File: src/rtl/s_fold_pkg.sv
// Shared widths and state encoding for the fold/unfold word pair.
package s_fold_pkg;

    localparam int unsigned HALF_W_DEF = 32;
    localparam int unsigned CNT_W_DEF  = 16;

    // LOW expects the low half, FOLD expects lo ^ hi.
    typedef enum logic {
        LOW  = 1'b0,
        FOLD = 1'b1
    } state_e;

endpackage

File: src/rtl/s_unfold_fifo2.sv
// Two-entry valid/ready buffer; the head entry drives the read side directly from flops.
module s_unfold_fifo2 #(
    parameter int unsigned W = 64
) (
    input  logic         clk,
    input  logic         rst_n,
    input  logic         wr_en,
    input  logic [W-1:0] wr_data,
    output logic         full_c,
    output logic         rd_valid,
    input  logic         rd_ready,
    output logic [W-1:0] rd_data
);

    logic         spare_valid_q;
    logic [W-1:0] spare_data_q;
    logic         pop_c;

    assign pop_c  = rd_valid && rd_ready;
    assign full_c = rd_valid && spare_valid_q;

    // Head/spare shuffle; writers never push while full.
    always_ff @(posedge clk or negedge rst_n) begin
        if (!rst_n) begin
            rd_valid      <= 1'b0;
            rd_data       <= '0;
            spare_valid_q <= 1'b0;
            spare_data_q  <= '0;
        end else if (pop_c) begin
            if (spare_valid_q) begin
                rd_data       <= spare_data_q;
                spare_valid_q <= wr_en;
                if (wr_en) begin
                    spare_data_q <= wr_data;
                end
            end else begin
                rd_valid <= wr_en;
                if (wr_en) begin
                    rd_data <= wr_data;
                end
            end
        end else if (wr_en) begin
            if (!rd_valid) begin
                rd_valid <= 1'b1;
                rd_data  <= wr_data;
            end else begin
                spare_valid_q <= 1'b1;
                spare_data_q  <= wr_data;
            end
        end
    end

endmodule

File: src/rtl/s_unfold_64bit.sv
// Rebuilds {hi, lo} words from a lo beat followed by a folded (lo ^ hi) beat.
module s_unfold_64bit
    import s_fold_pkg::*;
#(
    parameter int unsigned HALF_W = HALF_W_DEF,
    parameter int unsigned CNT_W  = CNT_W_DEF
) (
    input  logic                clk,
    input  logic                rst_n,
    input  logic                in_valid,
    output logic                in_ready,
    input  logic [HALF_W-1:0]   in_data,
    input  logic                in_flush,
    output logic                out_valid,
    input  logic                out_ready,
    output logic [2*HALF_W-1:0] out_data,
    output logic [CNT_W-1:0]    word_cnt
);

    state_e                state_q, state_d;
    logic [HALF_W-1:0]     lo_q, lo_d;
    logic                  fifo_full_c;
    logic                  accept_c;
    logic                  push_c;
    logic [2*HALF_W-1:0]   push_data_c;

    // in_ready depends only on flops and in_flush, never on out_ready.
    assign in_ready    = !in_flush && ((state_q == LOW) || !fifo_full_c);
    assign accept_c    = in_valid && in_ready;
    assign push_data_c = {in_data ^ lo_q, lo_q};

    always_ff @(posedge clk or negedge rst_n) begin
        if (!rst_n) begin
            state_q <= LOW;
            lo_q    <= '0;
        end else begin
            state_q <= state_d;
            lo_q    <= lo_d;
        end
    end

    // Flush wins over any concurrent beat (in_ready is already low then).
    always_comb begin
        state_d = state_q;
        lo_d    = lo_q;
        push_c  = 1'b0;
        if (in_flush) begin
            state_d = LOW;
            lo_d    = '0;
        end else if (accept_c) begin
            if (state_q == LOW) begin
                lo_d    = in_data;
                state_d = FOLD;
            end else begin
                push_c  = 1'b1;
                state_d = LOW;
            end
        end
    end

    always_ff @(posedge clk or negedge rst_n) begin
        if (!rst_n) begin
            word_cnt <= '0;
        end else if (push_c) begin
            word_cnt <= word_cnt + CNT_W'(1);
        end
    end

    s_unfold_fifo2 #(
        .W (2 * HALF_W)
    ) u_fifo (
        .clk      (clk),
        .rst_n    (rst_n),
        .wr_en    (push_c),
        .wr_data  (push_data_c),
        .full_c   (fifo_full_c),
        .rd_valid (out_valid),
        .rd_ready (out_ready),
        .rd_data  (out_data)
    );

endmodule
File: config.mk
export PLATFORM = sky130hd
export DESIGN_NAME = s_unfold_64bit
export DESIGN_NICKNAME = d
export VERILOG_FILES = /design/src/rtl/s_fold_pkg.sv /design/src/rtl/s_unfold_fifo2.sv /design/src/rtl/s_unfold_64bit.sv
export SDC_FILE = /design/constraint.sdc
export NUM_CORES = 1
export LEC_CHECK = 0
export CAP_MARGIN = 20
export CORE_MARGIN = 2
export CORE_UTILIZATION = 39
export CTS_CLUSTER_DIAMETER = 100
export DETAILED_ROUTE_END_ITERATION = 10
export PLACE_DENSITY = 0.67
export SLEW_MARGIN = 5
export SYNTH_ARGS = -nofsm -noshare
export SYNTH_HDL_FRONTEND = slang
export SYNTH_SLANG_ARGS = --single-unit
File: constraint.sdc
create_clock -name clk -period 2.17 [get_ports clk]
set_input_delay 0.217 -clock clk [delete_from_list [all_inputs] [get_ports clk]]
set_output_delay 0.217 -clock clk [all_outputs]
set_load 0.02 [all_outputs]
Yosys cells after proc, flatten, opt, wreduce, memory -nomap -nowiden
Index checks and enable logic that the tools add are counted.

Add/sub/neg operators: 1. $mul: 0. Div/mod/pow operators: 0. Order comparisons: 0. Equality and inequality tests: 5. Shift operators: 0. Muxes and demuxes: 25. Bitwise operators: 2. Reduce and logical (&&, ||, !) cells: 16.

Operators by type and width (count): $mux W64 (9); $mux W32 (3); $xor A32 B32 Y32 (1); $add A16 B1 Y16 const B (1); $mux W1 (13); $reduce_bool A2 Y1 (4); $ne A2 B2 Y1 const B (3); $reduce_and A2 Y1 (3); $logic_and A1 B1 Y1 (4); $ne A2 B1 Y1 const B (2); $reduce_and A4 Y1 (1); $reduce_and A3 Y1 (1); $logic_not A1 Y1 (2); $logic_or A1 B1 Y1 (1); $not A1 Y1 (1).

Flip-flop bits (word level): 179. Latch bits: 0. Bits in writable memories: 0. ROM bits: 0. Word-level logic and storage cells: 56. Memories kept: 0.

Logic depth before layout (Yosys ltp)
Word-level depth: 10. Gate-level depth with buffers: 8. Gate-level depth less buffers: 4.

Cells and area by module
From an unflattened synthesis, not the netlist that was laid out.

Cells, all modules: 746. Area total of the unflattened synthesis: 8809.7 um^2.

Modules (own cells, without submodules): s_unfold_fifo2 (times used 1, cells an instance 580, area an instance 6636.4 um^2, seq. area each 3253.1 um^2); s_unfold_64bit (times used 1, cells an instance 166, area an instance 2173.3 um^2, seq. area each 1226.2 um^2).

Worst setup path after synthesis
Ideal clock, no wire load.

Path type: register to register. From: register u_fifo.rd_valid. To: register u_fifo.spare_data_q[10]. Setup time: 0.125 ns. Arrival time: 1.694 ns. Required time: 2.045 ns. Path slack: 0.351 ns. Cell stages (with the launch flop): 6. Path buffers: 2. Path through: dfrtp_1 inv_1 or4b_1 buf_6 buf_12 mux2_4.

Cells in the longest elaborated chain, start to end: 9. Elaborated cells on any way between the ends: 14. Classes of those cells: eq/ne (2); mux (3); reduce/logical (9).

Ends and longest elaborated chain: start: declaration (line s_unfold_fifo2.sv:10) `output logic rd_valid,`; start signal: assignment (line s_unfold_fifo2.sv:37) `rd_valid <= wr_en;`; $logic_and A1 B1 Y1 (line s_unfold_fifo2.sv:20) `assign full_c = rd_valid && spare_valid_q;`; $logic_not A1 Y1 (line s_unfold_64bit.sv:28) `assign in_ready = !in_flush && ((state_q == LOW) || !fifo_full_c);`; $logic_or A1 B1 Y1 (line s_unfold_64bit.sv:28); $logic_and A1 B1 Y1 (line s_unfold_64bit.sv:28); $logic_and A1 B1 Y1 (line s_unfold_64bit.sv:29) `assign accept_c = in_valid && in_ready;`; $mux W1 (line s_unfold_64bit.sv:50) `end else if (accept_c) begin`; $mux W1 (line s_unfold_64bit.sv:47) `if (in_flush) begin`; $ne A2 B1 Y1 (no source line) or $reduce_bool A2 Y1 (tied branches); $reduce_and A4 Y1 (no source line); end signal: assignment (line s_unfold_fifo2.sv:34) `spare_data_q <= wr_data;`; end signal: assignment (line s_unfold_fifo2.sv:48) `spare_data_q <= wr_data;`; end: declaration (line s_unfold_fifo2.sv:16) `logic [W-1:0] spare_data_q;`.

Several ways; a longest one is shown, not always the timed one. A chain may end at the register's enable or synchronous reset.

Worst setup path after layout
From: register u_fifo.rd_valid. To: output port in_ready.

Cells in the longest elaborated chain, start to end: 4.

Ends and longest elaborated chain: $logic_and A1 B1 Y1 (line s_unfold_fifo2.sv:20); $logic_not A1 Y1 (line s_unfold_64bit.sv:28); $logic_or A1 B1 Y1 (line s_unfold_64bit.sv:28); $logic_and A1 B1 Y1 (line s_unfold_64bit.sv:28); end: declaration (line s_unfold_64bit.sv:11) `output logic in_ready,`.

No other way between the ends.

==> results.md <==
- Via Count: 5,084
- Largest area contributor in the synthesized netlist: dfrtp_1
- Tot GR Track Use: 15.9%
- Vias in the first global route: 4,852
- Final Total Pwr: 0.00939 W
- Share of layout cells above drive strength 1: 12.2%
- H-tree levels: 4
- Final worst path period share: 85.7%
- Largest net degree at the start of global routing: 65
- Max-slew headroom: 65.0%
- Min Tclk post-route: 1860 ps
- Switching part of the total: 29.4%
- Slowest CP cell: dfrtp_1
- EDFF count, synth: 0
- Pwr dens: 953 mW/mm²
- Final Core Density: 50.9%
- CP startpoint: u_fifo.rd_valid$_DFFE_PN0P_
- Clock skew: 9.15 ps
- Worst path arrival time: 1640 ps
- Count leader, synth: dfrtp_1
- Post-CTS Setup Bufs: 0
- Routed vias/inst: 4.80
- Internal: 0.00663 W
- Worst-Margin Slew: 525 ps
- Placer Congestion: 0.732
- Setup violations, final: 0
- Clk sinks: 179
- Register share of total power: 44.7%
- Routed WL: 15,500 µm
- CP cell instances: buf_4 -> and2_1 -> a21oi_1 -> dlygate4sd2_1
- Die area: 0.0208 mm²
- N_diodes: 0
- Die height: 144 µm
- Clock transition at path regs: 70 ps
- DRC Markers: 0
- Drt first pass iters: 4
- Switching power: 0.00276 W
- Setup TNS: 0 ps
- Initial core utilization: 39.6%
- Global route overflow: 0
- Leak pwr: 4.72 nW
- Global-route wire length before repair: 25,700 µm
- Startpoint Class: flop
- Antenna violations before repair: 0
- Worst EP required: 1950 ps
- I/O Pins: 119
- FFs w/ async S/R, synth: 100%
- Rows: 51
- Comb power frac: 23.0%
- Core Area: 0.0193 mm²
- Final Hold Viols: 0
- Sequential fraction of the synthesis area: 58.5%
- Setup WS pre-CTS: 92.8 ps
- Max-slew violations: 0
- Worst setup margin: 311 ps
- Nets: 820
- Mapped Cells: 667
- ANT nets after route: 0
- RSZ-0062 raised after global routing: no
- Die X: 144 µm
- Share of the synthesized area in the top cell type: 58.5%
- Worst r2r src: state_q$_DFFE_PN0P_
- CTS max path bufs: 2
- Maximum VDD drop: 0.000529 V
- Fillers: 1,744
- CP Max Fanout: 7
- Top cells by area, synth: dfrtp_1 (58%), o21ai_0 (7.8%), nand2_1 (6.6%)
- Outcome: complete, no violations
- Synthesized area per cell: 11.5 µm²
- Clock share of power: 32.3%
- Crit path capture type: output pin
- Maxcap violations: 0
- Netlist cell types: 36
- Yosys warnings: 0
- DR iter-0 viols: 274
- Synth Flop Type: dfrtp_1
- Critical path class: flop to output pin
- Total CTS buffers: 17
- DP Wirelength: 10,000 µm
- WL/cell: 14.6 µm
- Post-synthesis register bit count: 179
- Hold slack final: 316 ps
- IO Port Bufs: 118
- TritonCTS clock tree: yes
- Syn Nets: 705
- Root Driver: clkbuf_16
- Syn Std Cell Area: 0.00766 mm²
- Min-Delay Path Class: input port to asynchronous set/reset pin
- Critical Path Max Stage Delay: 380 ps
- Worst skew pair latency: 420 ps
- Maximum clock rate: 538 MHz
- Post-synth top cells: dfrtp_1 (179), nand2_1 (134), o21ai_0 (120), xnor2_1 (41)
- Area delta synth->final: 28.6%
-- area by class of cell --
type / count / area [µm²] / share of cell area (%)
well taps: 265 / 332 / 3.37
clock inverters: 13 / 153 / 1.55
flip-flops and latches: 179 / 4480 / 45.5
multi-input cells: 441 / 2950 / 29.9
inverters: 4 / 15.0 / 0.152
clock buffers: 19 / 433 / 4.40
repair buffers: 139 / 1490 / 15.1
-- power by group through the flow --
| stage | logic [W] | registers, W | clock network (W) |
|---|---|---|---|
| floorplan | 0.000610 | 0.00467 | 0 |
| global placement | 0.00216 | 0.00425 | 0 |
| detailed placement | 0.00219 | 0.00426 | 0 |
| CTS | 0.00220 | 0.00420 | 0.00312 |
| global route | 0.00238 | 0.00427 | 0.00325 |
| finish | 0.00216 | 0.00420 | 0.00303 |
-- critical path, delay by kind of cell (launching register included) --
| kind | cells | cell delay, ps |
|---|---|---|
| AO/OA/AOI/OAI | 1 | 150 |
| buffers and inverters | 2 | 510 |
| flip-flops | 1 | 380 |
| AND/OR/NAND/NOR | 1 | 180 |
-- cell usage in the layout (no fill, tap or decap), types with 2 or more instances in the layout --
cell,synthesis,routed
dfrtp_1,179,179
clkbuf_16,0,17
o21ai_0,120,120
a21oi_1,4,3
buf_4,1,8
and4_1,3,3
nand2_1,134,134
clkdlybuf4s50_1,0,116
buf_12,3,12
a22o_1,32,32
clkinvlp_4,0,5
inv_1,4,4
mux2i_1,32,32
o21ai_2,8,8
xor2_1,6,6
xnor2_1,41,41
nand4_1,3,3
clkinv_4,0,3
mux2_4,32,32
nor3_1,2,2
inv_6,0,2
bufinv_16,0,2
nand3_1,6,5
and2_1,2,2
nor2_1,3,3
clkbuf_1,24,2
-- worst paths after layout --
| check | endpoint | slack [ps] | cells past startpoint |
|---|---|---|---|
| max | in_ready | 310 | 4 |
| min in group clk | lo_q[3]$_DFFE_PN0P_ | 440 | 2 |
| max in group asynchronous | word_cnt[2]$_DFFE_PN0P_ | 1190 | 3 |
| min | u_fifo.rd_data[4]$_DFFE_PN0P_ | 320 | 2 |
| min reg2reg | u_fifo.spare_data_q[54]$_DFFE_PN0P_ | 470 | 2 |
| max reg2reg | u_fifo.spare_data_q[12]$_DFFE_PN0P_ | 320 | 4 |
-- cells by family (layout without fill, tap and decap cells) --
family / Yosys count / after routing / synth area share (%)
fa+ha+maj: 1 / 1 / 0.163
xor+xnor: 47 / 47 / 5.37
mux: 65 / 65 / 10.6
buf+inv: 47 / 175 / 3.64
simple gates: 160 / 160 / 8.69
flops: 179 / 179 / 58.5
compound gates: 168 / 168 / 13.0
-- state kept, by name, summed over array words and instances, names as in the netlist --
name and flops:
state_q 1, word_cnt 16, u_fifo.spare_valid_q 1, u_fifo.spare_data_q 64
u_fifo.rd_data 64, lo_q 32, u_fifo.rd_valid 1
-- routing by layer --
metal  up-vias  part of all wire, %  GRT usage [%]
met3        13                  3.3           3.54
met4         0                  1.0           5.06
met2        86                   45           23.2
met5         -                    0              0
met1      2465                   51           23.5
li1       2520                    -              -
-- metrics by stage --
step,cells,cell area [µm²]
after floorplan,667,7660
after global placement,1027,9260
after detailed placement,1027,9260
after CTS,1060,9850
after global routing,1060,9850
final,1060,9850
-- what timing repair did --
action | CTS | global route
hold buffers | 1 | 0
resized for setup | 1 | 0
endpoints found under the hold margin | 49 | 0
endpoints found under the setup margin | 1 | 0
Note: power is estimated with default switching activity, not from simulation.
